**src/rtl/msg_sender.sv**
```systemverilog
// Turns length-prefixed commands plus a raw payload word stream into AXI-Stream
// beats with byte keep, zero-filled tail bytes and a one-cycle msg_done pulse.
module msg_sender #(
  parameter int NUM_COUNT_BITS = 16,
  parameter int TKEEP_WIDTH    = 8
) (
  input  logic                       clk,
  input  logic                       rst,
  input  logic                       cmd_valid,
  output logic                       cmd_ready,
  input  logic [NUM_COUNT_BITS-1:0]  cmd_length,
  input  logic                       in_valid,
  output logic                       in_ready,
  input  logic [8*TKEEP_WIDTH-1:0]   in_data,
  output logic                       m_tvalid,
  input  logic                       m_tready,
  output logic [8*TKEEP_WIDTH-1:0]   m_tdata,
  output logic [TKEEP_WIDTH-1:0]     m_tkeep,
  output logic                       m_tlast,
  output logic                       msg_done
);

  localparam logic [NUM_COUNT_BITS:0]   KW_EXT = (NUM_COUNT_BITS+1)'(TKEEP_WIDTH);
  localparam logic [NUM_COUNT_BITS-1:0] KW     = NUM_COUNT_BITS'(TKEEP_WIDTH);

  typedef enum logic {IDLE, SEND} state_t;

  state_t                     r_state, w_state_nxt;
  logic [NUM_COUNT_BITS-1:0]  r_remaining;
  logic [NUM_COUNT_BITS:0]    w_rem_ext;
  logic                       w_cmd_hs, w_in_hs, w_out_hs, w_last;
  logic [TKEEP_WIDTH-1:0]     w_keep;
  logic [8*TKEEP_WIDTH-1:0]   w_data;

  assign w_rem_ext = {1'b0, r_remaining};
  assign w_last    = (w_rem_ext <= KW_EXT);
  assign cmd_ready = rst && (r_state == IDLE);
  // Single-entry output register: accept a word only if the slot is free or draining now.
  assign in_ready  = rst && (r_state == SEND) && (!m_tvalid || m_tready);
  assign w_cmd_hs  = cmd_valid && cmd_ready;
  assign w_in_hs   = in_valid && in_ready;
  assign w_out_hs  = m_tvalid && m_tready;

  for (genvar g = 0; g < TKEEP_WIDTH; g++) begin : g_lane
    assign w_keep[g]         = !w_last || (w_rem_ext > (NUM_COUNT_BITS+1)'(g));
    assign w_data[8*g +: 8]  = w_keep[g] ? in_data[8*g +: 8] : 8'h00;
  end

  always_ff @(posedge clk or negedge rst) begin
    if (!rst) r_state <= IDLE;
    else      r_state <= w_state_nxt;
  end

  always_comb begin
    w_state_nxt = r_state;
    case (r_state)
      IDLE:    if (w_cmd_hs && (cmd_length != '0)) w_state_nxt = SEND;
      SEND:    if (w_in_hs && w_last)              w_state_nxt = IDLE;
      default: w_state_nxt = IDLE;
    endcase
  end

  always_ff @(posedge clk or negedge rst) begin
    if (!rst) begin
      r_remaining <= '0;
    end else if (w_cmd_hs) begin
      r_remaining <= cmd_length;
    end else if (w_in_hs) begin
      r_remaining <= w_last ? '0 : (r_remaining - KW);
    end
  end

  always_ff @(posedge clk or negedge rst) begin
    if (!rst) begin
      m_tvalid <= 1'b0;
      m_tdata  <= '0;
      m_tkeep  <= '0;
      m_tlast  <= 1'b0;
      msg_done <= 1'b0;
    end else begin
      if (w_in_hs) begin
        m_tvalid <= 1'b1;
        m_tdata  <= w_data;
        m_tkeep  <= w_keep;
        m_tlast  <= w_last;
      end else if (w_out_hs) begin
        m_tvalid <= 1'b0;
      end
      msg_done <= w_out_hs && m_tlast;
    end
  end

endmodule

```
**config.mk**
```make
export PLATFORM = sky130hd
export DESIGN_NAME = msg_sender
export DESIGN_NICKNAME = d
export VERILOG_FILES = /design/src/rtl/msg_sender.sv
export SDC_FILE = /design/constraint.sdc
export NUM_CORES = 1
export LEC_CHECK = 0
export ABC_AREA = 1
export CORE_AREA = 2 2 124 126
export CTS_CLUSTER_DIAMETER = 60
export DETAILED_ROUTE_END_ITERATION = 10
export DIE_AREA = 0 0 126 128
export GPL_TIMING_DRIVEN = 0
export PLACE_DENSITY = 0.67
export SKIP_CTS_REPAIR_TIMING = 1
export SYNTH_ARGS = -nofsm -noshare
export SYNTH_HDL_FRONTEND = slang
export SYNTH_SLANG_ARGS = --single-unit
```
**constraint.sdc**
```tcl
create_clock -name clk -period 2.6 [get_ports clk]
set_clock_uncertainty 0.2 [all_clocks]
set_input_delay 0.52 -clock clk [delete_from_list [all_inputs] [get_ports clk]]
set_output_delay 0.52 -clock clk [all_outputs]
set_load 0.03 [all_outputs]
```
==> impl_metrics.yaml <==
yosys:
  synthesis.area_um2: 4330
  yosys_warnings: 0
  synth_area_leader_cell: "dfrtp_1"
  ys_ff_latch: 92
  yosysSeqAreaShare_pct: 53.1
  synth_nets: 622
  synth-edff-count: 0
  synth_common_cells: "nand2_1, dfrtp_1, nand3_1"
  synth_top_area_share_pct: 53.1
  synth_flop_cell: "dfrtp_1"
  postSynthAreaPerCell_um2: 8.10
  synth.distinct_cells: 31
  ys_async_sr_fraction_pct: 100
  ys_top_cells_by_area: "dfrtp_1, nand2_1, nand3_1, inv_1, nor2_1"
  synth_most_common_cell: "nand2_1"
  synthCells: 535
sta:
  max_freq_ghz: 0.434
  hold_viol_final: 0
  setup_ws_ns: 0.295
  slew_violations: 0
  worst_pin_slew_ns: 0.460
  rsz0062_at_grt: "false"
  relSlewSlack_pct: 69.3
  period_needed_ns: 2.30
  finalCritPeriodShare_pct: 88.6
  setup_violations: 0
  tns_ns: 0
  whs_ns: 0.0158
global_route:
  grt_use_met1_pct: 21.7
  grt_max_degree: 50
  grt_util_met2_pct: 25.2
  grt_pass1_wl_um: 20300
  grt_pass1_vias: 3965
  gr-usage-met3_pct: 3.01
  antenna_found_initial: 0
  busiest_layer: "met2"
  grt_overflow: 0
  grtUsageTotal_pct: 16.0
cells_and_area:
  final_util_pct: 44.5
  final_cell_area_um2: 6620
  num_antenna_cells: 0
  final_cells: 906
  drive_gt1_share_pct: 9.19
  layout.nets: 800
  area_growth_pct: 52.8
worst_setup_path:
  cp-end-kind: "output pin"
  worst_setup_path_start_kind: "input pin"
  path_class: "in2out"
  crit_fanout: 3
  slowest_stage: "clkdlybuf4s50_1"
  max_stage_delay_ns: 0.48
  cp_num_buf_inv: 3
  worstPathCellList: "clkdlybuf4s50_1, inv_1, nand2_1, and3_1, dlymetal6s2s_1"
  required_ns: 1.88
  cp.arrival_ns: 1.58
  critPathTopFamily: "buffers and inverters"
power:
  power_mw: 6.95
  p_leak_nw: 3.29
  peakVddDrop_mv: 0.439
  powerDensity_nw_per_um2: 1050
placed_design:
  place_congestion: 0.843
  io_buffers: 161
  placed_area_um2: 6210
  place_inst: 885
  dp_slack_ns: -0.483
  dp_hpwl_um: 9530
job:
  max_cap_viol_count: 0
clock_tree:
  h-tree-depth: 3
  cts_buffers: 9
  clk-insertion-delay-late_ns: 0.35
  cts_buffer_depth: 2
  path_clk_slew_ns: 0.06
  cts_tree: "done"
  cts.sinks: 92
  cts_root_buf: "clkbuf_16"
drt:
  ant_nets: 0
  routedWlPerCell_um: 14.4
  drtPass1Iterations: 4
  drcViolationCount: 0
  num_vias: 4076
  first_iter_violations: 206
  totalWireLength_um: 13100
  vias_per_cell: 4.50
die:
  fp.dieW_um: 126
  core_area_um2: 14900
  ios: 162
  die_area_um2: 16100
  die_h_um: 128
  initial_core_util_pct: 29.2
  num_rows: 45
worst_hold_path:
  hp-class: "in2async"
outcome:
  run_status: "finished, final reports clean"
[cell type report]
type	instances	area (um2)
Fill cell	1446	8240
Sequential cell	92	2300
Multi-Input combinational cell	385	1790
Timing Repair Buffer	167	1760
Clock buffer	12	256
Tap cell	188	235
Inverter	40	150
Buffer	18	93.8
Clock inverter	4	31.3
[registers in the layout (all words and copies together) (netlist names)]
register     count
m_tlast          1
r_state          1
m_tvalid         1
m_tdata         64
m_tkeep          8
msg_done         1
r_remaining     16
[path summary, 6_finish.rpt]
| path | start | to | slack (ns) | cells past startpoint |
|---|---|---|---|---|
| max | m_tready | in_ready | 0.30 | 5 |
| min | rst | r_remaining[13]$_DFFE_PN0P_ | 0.02 | 3 |
| max reg2reg | r_remaining[3]$_DFFE_PN0P_ | r_remaining[11]$_DFFE_PN0P_ | 0.65 | 9 |
| min reg2reg | m_tdata[57]$_DFFE_PN0P_ | m_tdata[57]$_DFFE_PN0P_ | 0.28 | 2 |
| max in group asynchronous | rst | m_tdata[25]$_DFFE_PN0P_ | 1.44 | 3 |
| min in group clk | m_tdata[57]$_DFFE_PN0P_ | m_tdata[57]$_DFFE_PN0P_ | 0.28 | 2 |
[metal layers]
layer	wire, um	part of all wire [%]	up-vias
li1	-	-	2045
met5	0	0	-
met4	258	2.0	0
met3	698	5.3	18
met2	5890	45	127
met1	6220	48	1886
[placed cells by master, fill, tap and decap left out, drive strengths merged]
cell	instances
o211ai	1
o21ai	11
ha	2
inv	41
clkdlybuf4s50	158
nand2	236
dlymetal6s2s	2
dlygate4sd3	1
nand3	80
and2	1
a21oi	3
a21o	1
buf	19
dfrtp	92
xor2	6
and3	1
clkbuf	17
clkinv	3
nor3	2
nor2	35
o22ai	1
nand4	4
nor4	1
[power breakdown]
group	leakage, nW	total, mW	internal (mW)	switching [mW]
Sequential	1.13	2.32	1.96	0.360
Clock	0.143	1.28	0.707	0.576
Combinational	2.01	3.35	1.33	2.02
[worst min-delay path: stages]
cell and delay (ns):
buf_12 0.09, buf_16 0.12, buf_12 0.17
[cells by family after synthesis]
logic type / share of synthesized area, %
simple gates: 37.0
compound gates: 2.45
buf+inv: 5.63
flops: 53.1
fa+ha+maj: 0.577
xor+xnor: 1.21
No activity file was read; power rests on OpenSTA's default activity.
